===== config.mk =====
export PLATFORM = sky130hd
export DESIGN_NAME = pj_bus_chk_txn
export DESIGN_NICKNAME = d
export VERILOG_FILES = /design/src/rtl/pj_bus_chk_pkg.sv /design/src/rtl/pj_bus_chk_txn.sv
export SDC_FILE = /design/constraint.sdc
export NUM_CORES = 1
export LEC_CHECK = 0
export CAP_MARGIN = 20
export CORE_ASPECT_RATIO = 0.7
export CORE_MARGIN = 5
export CORE_UTILIZATION = 40
export DETAILED_ROUTE_END_ITERATION = 8
export DONT_BUFFER_PORTS = 1
export GPL_TIMING_DRIVEN = 0
export PLACE_DENSITY = 0.6
export SLEW_MARGIN = 20
export SYNTH_ARGS = -nofsm -noshare
export SYNTH_HDL_FRONTEND = slang
export SYNTH_SLANG_ARGS = --single-unit

===== constraint.sdc =====
create_clock -name clk -period 2.66 [get_ports clk]
set_input_delay 0.532 -clock clk [delete_from_list [all_inputs] [get_ports clk]]
set_output_delay 0.532 -clock clk [all_outputs]
set_load 0.05 [all_outputs]

===== src/rtl/pj_bus_chk_pkg.sv =====
// Shared definitions for the picoJava bus checker: error codes, FSM states
// and the expected-ack lookup per transaction type.
package pj_bus_chk_pkg;

   localparam int NUM_CODES        = 8;
   localparam int ERR_STANDBY_TV   = 0;
   localparam int ERR_ILLEGAL_TYPE = 1;
   localparam int ERR_ILLEGAL_SIZE = 2;
   localparam int ERR_SPURIOUS_ACK = 3;
   localparam int ERR_TV_DROP      = 4;
   localparam int ERR_TIMEOUT      = 5;
   localparam int ERR_EXTRA_ACK    = 6;

   typedef enum logic {
      ST_IDLE = 1'b0,
      ST_BUSY = 1'b1
   } txn_state_e;

   // Zero marks an illegal type.
   function automatic logic [2:0] expected_acks(input logic [2:0] txn_type);
      case (txn_type)
         3'b000:                 expected_acks = 3'd2;
         3'b010, 3'b110, 3'b111: expected_acks = 3'd1;
         3'b100, 3'b101:         expected_acks = 3'd4;
         default:                expected_acks = 3'd0;
      endcase
   endfunction

endpackage


===== src/rtl/pj_bus_chk_txn.sv =====
// Transaction tracker: IDLE/BUSY FSM with remaining-ack and ack-timeout down-counters.
//   state   | meaning
//   ST_IDLE | no transaction outstanding; legal pj_tv starts one
//   ST_BUSY | waiting for the remaining acks of the latched transaction
module pj_bus_chk_txn
   import pj_bus_chk_pkg::*;
#(
   parameter int AW          = 30,
   parameter int ACK_TIMEOUT = 50
)(
   input  logic          clk,
   input  logic          reset,
   input  logic          tv,
   input  logic [2:0]    txn_type,
   input  logic [1:0]    ack,
   input  logic [AW-1:0] address,
   input  logic          abort,
   output logic          busy,
   output logic          final_ack,
   output logic          timeout,
   output logic          done_q,
   output logic [AW-1:0] lat_addr
);

   localparam int TMO_W = $clog2(ACK_TIMEOUT + 1);
   localparam logic [TMO_W-1:0] TMO_LOAD = TMO_W'(ACK_TIMEOUT - 1);

   txn_state_e       state;
   logic [2:0]       rem_cnt;
   logic [TMO_W-1:0] tmo_cnt;
   logic [2:0]       lat_type;
   logic [2:0]       exp_acks;
   logic             start;
   logic [2:0]       unused_lat_type;

   assign exp_acks        = expected_acks(txn_type);
   assign start           = (state == ST_IDLE) && tv && (exp_acks != 3'd0);
   // Error acks terminate the transaction just like the last data ack.
   assign final_ack       = (state == ST_BUSY) &&
                            (ack[1] || (ack == 2'b01 && rem_cnt == 3'd1));
   assign timeout         = (state == ST_BUSY) && (ack == 2'b00) && (tmo_cnt == '0);
   assign unused_lat_type = lat_type;

   always_ff @(posedge clk or posedge reset) begin
      if (reset) begin
         state    <= ST_IDLE;
         busy     <= 1'b0;
         done_q   <= 1'b0;
         rem_cnt  <= '0;
         tmo_cnt  <= '0;
         lat_addr <= '0;
         lat_type <= '0;
      end else begin
         done_q <= final_ack;
         case (state)
            ST_IDLE: begin
               if (start) begin
                  state    <= ST_BUSY;
                  busy     <= 1'b1;
                  rem_cnt  <= exp_acks;
                  tmo_cnt  <= TMO_LOAD;
                  lat_addr <= address;
                  lat_type <= txn_type;
               end
            end
            ST_BUSY: begin
               if (final_ack || timeout || abort) begin
                  state   <= ST_IDLE;
                  busy    <= 1'b0;
                  rem_cnt <= '0;
                  tmo_cnt <= '0;
               end else if (ack == 2'b01) begin
                  rem_cnt <= rem_cnt - 3'd1;
                  tmo_cnt <= TMO_LOAD;
               end else begin
                  tmo_cnt <= tmo_cnt - TMO_W'(1);
               end
            end
            default: state <= ST_IDLE;
         endcase
      end
   end

endmodule


==> impl_metrics.yaml, run 1 <==
detailed_routing:
  dr_total_vias: 1170
  first_pass_iters: 4
  drt_iter0_markers: 56
  postRouteWirelength_um: 3664
  routedWlPerCell_um: 17.28
  route.detailed.drc: 0
  ant_nets: 0
  vias_per_cell: 5.519
finish:
  n_fill_cell: 404
  final_cell_count_no_fill: 212
  nets: 198
  area_growth_pct: 11.04
  insertedDiodeCount: 0
  drive_gt1_share_pct: 28.66
global_route:
  antenna_found_initial: 0
  overflow: 0
  grt_pass1_vias: 1214
  grt_max_degree: 25
  grt_pass1_wl_um: 5913
  grt_usage_pct: 12.19
clock_tree:
  clkSinkCount: 42
  post_cts_buffers: 0
  holdBufCountCts: 0
  cts-htree-levels: 2
  cts_root_buf: "clkbuf_8"
  cts_resized: 1
  cts_tree: "built"
  numCtsBuffers: 5
  clock_latency_ns: 0.28
  clk_pin_slew_ns: 0.08
  cts_buffer_depth: 2
synth:
  yosysMostFrequentCell: "dfrtp_1"
  netlist_top_cells_count: "dfrtp_1, mux2_2, inv_1"
  synth_cell_types: 39
  synthFlopType: "dfrtp_1"
  synth_xor_area_share_pct: 0
  synth-edff-count: 0
  ys_seq_elements: 42
  yosys_warnings: 0
  yosysTopAreaCellShare_pct: 55.85
  async_reset_ff_share_pct: 100.0
  synth_fa_ha_area_share_pct: 1.995
  synthMuxAreaShare_pct: 18.55
  synth_cells: 148
  netlist_area_mm2: 0.001882
  yosysSeqAreaShare_pct: 55.85
  syn_nets: 190
  synth_compound_area_share_pct: 10.84
  synth.area.top_cells: "dfrtp_1, mux2_2, mux2_1"
  syn_avg_cell_area_um2: 12.71
  synthSimpleGateAreaFrac_pct: 9.242
  synth_top_family_by_area: "multiplexers"
  synth_top_cell_by_area: "dfrtp_1"
critical_path:
  criticalPathCategory: "flop to output pin"
  critical-path-top-delay-family: "simple AND/OR/NAND/NOR gates"
  arrival_ns: 2.00
  crit_chain: "inv_1 -> ha_1 -> or4b_4 -> nor2_1 -> and3_4"
  required_ns: 2.13
  crit_fanout: 4
  cp_num_buf_inv: 1
  crit_slowest_cell: "or4b_4"
  timing.rr.start: "tmo_cnt[0]"
  rr_endpoint: "rem_cnt[0]"
  cp-end-kind: "output pin"
  cpPeakStageDelay_ns: 0.52
  reg2reg_slack_ns: 0.59
  setup.worst_path.start_class: "flop"
  r2r_cells: 6
power:
  switching_share_pct: 40.68
  switchingPower_mw: 0.8298
  leakagePower_nw: 0.9066
  p_seq_share_pct: 61.3
  ir_drop_v: 0.0004084
  cellInternalPower_mw: 1.210
  power_frac_clock_pct: 23.4
  power.density_mw_per_mm2: 976.2
  pwr-share-comb_pct: 15.3
floorplan:
  die_area_mm2: 0.006198
  std_cell_rows: 20
  start_util_pct: 42.25
  die_x_um: 91.98
  coreArea_mm2: 0.004454
  fp.dieH_um: 67.39
  pin_count: 73
timing:
  setup_viol: 0
  min_period_over_period_pct: 95.15
  period_minus_slack_ns: 2.531
  slew_viol_final: 0
  max_slew_margin_pct: 64.04
  finClkSkew_ns: 0.004907
  rsz0062_at_grt: "false"
  fmax_ghz: 0.3951
  tightest_slew_ns: 0.5394
  hold_viol: 0
  setup_tns_ns: 0
place:
  place.gp.congestion: 0.8297
  io_buffers: 0
  post-place-cells: 204
  dp_hpwl_um: 2921
run_status:
  status: "finished clean"
run:
  drv_cap: 0
hold_path:
  hp-class: "input pin to async pin"
==> per-stage QoR <==
step / hold WS, ns / setup slack (ns) / util, % / total power, mW / area [um^2]
3_5_place_dp: 0.4352 / 0.2932 / 44.41 / 1.582 / 1978
4_1_cts: 0.1226 / 0.08755 / 46.83 / 2.067 / 2086
5_1_grt: 0.1333 / 0.03135 / 46.91 / 2.146 / 2090
3_3_place_gp: 0.4985 / 0.2943 / 43.79 / 1.558 / 1951
6_report: 0.1188 / 0.1290 / 46.91 / 2.040 / 2090
2_1_floorplan: 0.4639 / 0.3860 / - / 1.493 / 1882
==> sequential cells by signal, summed over array words and instances (netlist names) <==
register	cells
busy	1
done_q	1
lat_addr	30
rem_cnt	3
state	1
tmo_cnt	6
==> cells by family (layout without fill, tap and decap cells) <==
logic type | after synthesis | in the layout
fa+ha+maj | 3 | 3
simple gates | 29 | 29
buf+inv | 16 | 25
compound gates | 27 | 27
flops | 42 | 42
mux | 31 | 31
==> cell type report <==
class | count | area (um^2) | share of cell area [%]
Sequential cell | 42 | 1051 | 50.30
Clock inverter | 1 | 30.03 | 1.437
Clock buffer | 7 | 76.32 | 3.653
Inverter | 10 | 37.54 | 1.796
Timing Repair Buffer | 1 | 27.53 | 1.317
Tap cell | 55 | 68.82 | 3.293
Buffer | 6 | 28.78 | 1.377
Multi-Input combinational cell | 90 | 769.5 | 36.83
==> worst reg2reg max path, cell delays in order (launching register included) <==
cell,delay (ns)
dfrtp_1,0.42
inv_1,0.08
ha_1,0.18
or4b_4,0.52
o21a_1,0.28
nor2_2,0.13
mux2_2,0.34
==> power by group through the flow <==
stage                     clock network (mW)  registers [mW]  logic, mW
after floorplan                            0            1.23      0.263
after global placement                     0            1.26      0.297
after detailed placement                   0            1.27      0.316
after CTS                              0.497            1.25      0.316
after global routing                   0.526            1.27      0.354
final                                  0.478            1.25      0.311
==> cell usage in the layout, fill, tap and decap left out, types with 2 or more instances in the layout <==
cell type,n
a211o_1,2
nor3b_1,2
dfrtp_1,42
inv_1,9
buf_2,5
a31oi_1,2
mux2_2,26
mux2_1,5
a21oi_1,7
nand2_1,6
nand2b_1,3
nand3b_1,3
a21o_1,3
nor2_1,5
ha_1,3
clkbuf_1,3
clkbuf_8,5
==> worst max path at each step <==
stage	slack, ns	start	to	depth (start not counted)
3_5_place_dp	0.29	tmo_cnt[0]	timeout	5
5_1_grt	0.03	tmo_cnt[0]	timeout	5
2_1_floorplan	0.39	tmo_cnt[0]	timeout	5
4_1_cts	0.09	tmo_cnt[0]	timeout	5
6_report	0.13	tmo_cnt[0]	timeout	5
3_3_place_gp	0.29	tmo_cnt[0]	timeout	5
==> metal layers <==
layer / share of wire, % / global-route usage (%) / vias up
li1: - / - / 548
met1: 42 / 14.87 / 573
met2: 49 / 20.27 / 45
met3: 8.6 / 5.345 / 4
met4: 0.38 / 2.778 / 0
met5: 0 / 0 / -
(Power assumes the default switching activity.)
==> inputs of run 2 (changes only) <==
- clock period: 2.66 -> 2.8 ns (I/O delays scaled with it)
==> run 2 against run 1 <==
  * Sequential power shrank 5%
  * Combinational power shrank 5%
  * Global-route usage is the same
  * Final cell count is the same
  * Clock-buffer cell count is the same
==> impl_metrics.yaml, run 2 (synthesis results as in run 1) <==
timing:
  setup_viol: 0
  hold_viol: 0
  fmax_ghz: 0.3842
  holdWs_ns: 0.1468
  slew_viol_final: 0
  max_slew_margin_pct: 64.03
  period_minus_slack_ns: 2.603
  tightest_slew_ns: 0.5395
  setup_tns_ns: 0
  finClkSkew_ns: 0.004907
  rsz0062_at_grt: "false"
  min_period_over_period_pct: 92.96
clock_tree:
  cts_tree: "built"
  cts_buffer_depth: 2
  clock_latency_ns: 0.28
  cts_root_buf: "clkbuf_8"
  post_cts_buffers: 0
  clk_pin_slew_ns: 0.08
  cts-htree-levels: 2
  numCtsBuffers: 5
  clkSinkCount: 42
floorplan:
  start_util_pct: 42.25
  pin_count: 73
  std_cell_rows: 20
  die_x_um: 91.98
  fp.dieH_um: 67.39
  coreArea_mm2: 0.004454
  die_area_mm2: 0.006198
detailed_routing:
  routedWlPerCell_um: 17.27
  drt_iter0_markers: 58
  dr_total_vias: 1168
  first_pass_iters: 4
  ant_nets: 0
  route.detailed.drc: 0
  postRouteWirelength_um: 3661
  vias_per_cell: 5.509
global_route:
  antenna_found_initial: 0
  grt_pass1_vias: 1214
  grt_max_degree: 25
  overflow: 0
  grt_usage_pct: 12.19
  grt_pass1_wl_um: 5913
critical_path:
  required_ns: 2.24
  criticalPathCategory: "flop to output pin"
  crit_fanout: 4
  setup.worst_path.start_class: "flop"
  arrival_ns: 2.04
  cp-end-kind: "output pin"
place:
  io_buffers: 0
  dp_hpwl_um: 2921
  place.gp.congestion: 0.8297
power:
  power.density_mw_per_mm2: 928.6
  ir_drop_v: 0.0003880
  leakagePower_nw: 0.9081
finish:
  layout_commonest_cell: "dfrtp_1"
  nets: 198
  largest_reg_flops: 30
  drive_gt1_share_pct: 28.66
  insertedDiodeCount: 0
  largest-register: "lat_addr"
  top_regs: "lat_addr: 30 flops, tmo_cnt: 6 flops, rem_cnt: 3 flops"
  layout_common_cells: "dfrtp_1, mux2_2, inv_1"
  area_growth_pct: 10.84
run:
  drv_cap: 0
hold_path:
  hp-class: "input pin to async pin"
run_status:
  status: "finished clean"
[run 2: path summary, 6_finish.rpt]
| path | depth (start not counted) | slack, ns | from | endpoint |
|---|---|---|---|---|
| hold reg to reg | 1 | 0.52 | rem_cnt[1] | rem_cnt[1] |
| min in group clk | 1 | 0.40 | address[2] | lat_addr[2] |
| max in group asynchronous | 2 | 2.20 | reset | lat_addr[7] |
| hold / removal | 1 | 0.15 | reset | busy |
| setup / recovery | 5 | 0.20 | tmo_cnt[0] | timeout |
| setup reg to reg | 6 | 0.73 | tmo_cnt[0] | rem_cnt[0] |
[run 2: repair_timing]
item,in CTS,in global routing
hold buffers,0,0
resized for setup,0,1
setup endpoints to repair,0,1
[run 2: metrics by stage]
step / std cells / area [um^2] / utilization [%] / setup slack [ns] / power [mW]
after floorplan: 148 / 1882 / - / 0.4980 / 1.419
after global placement: 203 / 1951 / 43.79 / 0.4063 / 1.480
after detailed placement: 204 / 1978 / 44.41 / 0.4052 / 1.503
after CTS: 212 / 2085 / 46.80 / 0.07410 / 1.963
after global routing: 212 / 2086 / 46.83 / 0.09453 / 2.039
final: 212 / 2086 / 46.83 / 0.1972 / 1.937
[run 2: layer usage]
layer	track usage [%]	up-vias	share of wire, %
li1	-	548	-
met1	14.87	573	42
met2	20.27	43	49
met3	5.345	4	8.6
met4	2.778	0	0.38
met5	0	-	0
[run 2: final cells by class]
| class | count | area [um^2] |
|---|---|---|
| plain buffers | 6 | 28.78 |
| clock buffers | 7 | 76.32 |
| clock inverters | 1 | 30.03 |
| fillers | 406 | 2369 |
| inverters | 10 | 37.54 |
| multi-input cells | 90 | 765.7 |
| flip-flops and latches | 42 | 1051 |
| well taps | 55 | 68.82 |
| repair buffers | 1 | 27.53 |
[run 2: critical path, cell delays in order, from the launching register on]
cell	delay, ns
dfrtp_1	0.42
inv_1	0.07
ha_1	0.18
or4b_4	0.52
nor2_1	0.19
and3_2	0.37
[run 2: where the power goes]
part	internal, mW	switching [mW]
sequential	0.729	0.459
combinational	0.154	0.141
clock	0.267	0.187
==> patch (flow settings as in run 1) <==
Set the parameter `AW` to 60 (it was 30).
--- a/src/rtl/pj_bus_chk_txn.sv
+++ b/src/rtl/pj_bus_chk_txn.sv
@@ -6,5 +6,5 @@
    import pj_bus_chk_pkg::*;
 #(
-   parameter int AW          = 30,
+   parameter int AW          = 60,
    parameter int ACK_TIMEOUT = 50
 )(
Interface: changed (resized address and lat_addr); port bits go from 73 to 133. No check against the original RTL was run, so the function may have changed too.
==> patch against run 1 <==
  * Utilization shrank 0.60 points
  * Area after synthesis increased by 59%
  * Cell area up 61%
  * Die area rose by 51%
  * Sequential cell count increased by 30
  * Wire length increased by 63%
  * Setup slack improved by 0.16 ns
  * Sequential share of layout area grew 3.1 points
Power is not shown: default switching activity piles up to over one toggle a cycle in this logic, so the estimate is an artifact.
==> patch: results (changes against run 1) <==
status complete, no violations (unchanged); Worst Tran Pin Value 0.5104 ns (was 0.5394 ns); routed vias 1685 (was 1170); xor and xnor area share after synthesis 0 (unchanged); vias in the first global route 1798 (was 1214); layout cells sized above 1 0.4099 (was 0.2866); largest net degree at the start of global routing 38 (was 25); total iterations of the first detailed-routing run 4 (unchanged); number of H-tree levels 3 (was 2); FF-to-FF setup slack 0.90 ns (was 0.59 ns); Clock Root Buffer clkbuf_8 (unchanged); Final Util 0.4631 (was 0.4691); clk buf depth 2 (unchanged); Post-CTS Resized 1 (unchanged); cell count of the worst reg-to-reg path 6 (unchanged); initial antenna violation count 0 (unchanged); cells after synthesis 205 (was 148); worst path arrival time 1.84 ns (was 2.00 ns); Total Wirelength 5955 µm (was 3664 µm); Clock transition at path regs 0.07 ns; Post-DP HPWL 4472 µm (was 2921 µm); vias per inst 5.266 (was 5.519); Antenna Cells 0 (unchanged); All-Layer GR Usage 0.1320 (was 0.1219); CTS Buf Count 9 (was 5); hold crit path type in -> async (unchanged); compound-gate portion of the synthesized area 0.07101 (was 0.1084); Buffers on Ports 0 (unchanged); drt drc 0 (unchanged); fill count 659 (was 404); 1st-iter DRT viols 109 (was 56); Total Nets Final 289 (was 198); dpl cells 304 (was 204); worst reg2reg path startpoint tmo_cnt[0] (unchanged); sequential fraction of the synthesis area 0.6015 (was 0.5585); Most used DFF post-synth dfrtp_1 (unchanged); Synth Net Count 277 (was 190); post-synthesis mux area share 0.2256 (was 0.1855); YS warnings 0 (unchanged); Netlist cell types 37 (was 39); Commonest cells post-synth dfrtp_1, mux2_2, nor2_1 (was dfrtp_1, mux2_2, inv_1); Cell Area, Placed 3141 µm² (was 1978 µm²); asr flop ratio synth 1.000 (unchanged); FF-to-FF End tmo_cnt[2] (was rem_cnt[0]); clk_skew 0.005569 ns (was 0.004907 ns); Adder-Cell Fraction of Synth Area 0.01253 (was 0.01995); clk_lat worst skew 0.33 ns (was 0.28 ns); maximum fanout along the worst path 6 (was 4); Top Registers lat_addr: 60 flops, tmo_cnt: 6 flops, rem_cnt: 3 flops (was lat_addr: 30 flops, tmo_cnt: 6 flops, rem_cnt: 3 flops); Setup Fix Bufs, Post-CTS 0 (unchanged); Worst Setup Slack post-DPL 0.2124 ns (was 0.2932 ns); first-pass GRT wire length 9466 µm (was 5913 µm); routability cong. 0.7911 (was 0.8297); top cells by area, synth dfrtp_1, mux2_2, buf_6 (was dfrtp_1, mux2_2, mux2_1)
==> patch: changes by cell type after synthesis, moves of 4 or more <==
cell     change
buf_6        +5
dfrtp_1     +30
mux2_1       -5
nand2_1      -5
mux2_2      +34
buf_2        -5
nor2_1       +5
inv_1        -4
==> patch: metal layers <==
| layer | GRT usage | up-vias | part of all wire |
|---|---|---|---|
| met1 | 0.1666 | 817 | 0.44 |
| met5 | 0 | - | 0 |
| met3 | 0.06628 | 9 | 0.12 |
| met4 | 0.05042 | 0 | 0.012 |
| met2 | 0.1956 | 87 | 0.43 |
| li1 | - | 772 | - |
==> patch: worst max-delay path: stages, from the launching register on <==
cell and delay, ns:
dfrtp_1 0.42, inv_1 0.07, ha_1 0.17, nor3b_4 0.29, nand2_1 0.21, nor2_4 0.34
==> patch: area by class of cell <==
type / instances / share of cell area
plain buffers: 8 / 0.02225
clock buffers: 11 / 0.04190
clock inverters: 5 / 0.02336
inverters: 6 / 0.007416
multi-input cells: 119 / 0.3289
flip-flops and latches: 72 / 0.5339
well taps: 98 / 0.03634
repair buffers: 1 / 0.005933
==> patch: worst max path at each step <==
stage | from | endpoint | slack (ns) | cells past startpoint
2_1_floorplan | reset | busy | 0.30 | 1
3_3_place_gp | reset | lat_addr[46] | -0.51 | 1
3_5_place_dp | tmo_cnt[0] | timeout | 0.21 | 5
4_1_cts | tmo_cnt[0] | timeout | 0.02 | 5
5_1_grt | tmo_cnt[0] | timeout | 0.07 | 5
6_report | tmo_cnt[0] | timeout | 0.29 | 5
==> patch: metrics by stage <==
step           TNS [ns]  hold WS (ns)
2_1_floorplan         0        0.4842
3_3_place_gp     -36.84        0.5181
3_5_place_dp          0        0.4469
4_1_cts               0       0.06736
5_1_grt               0       0.09913
6_report              0       0.08035
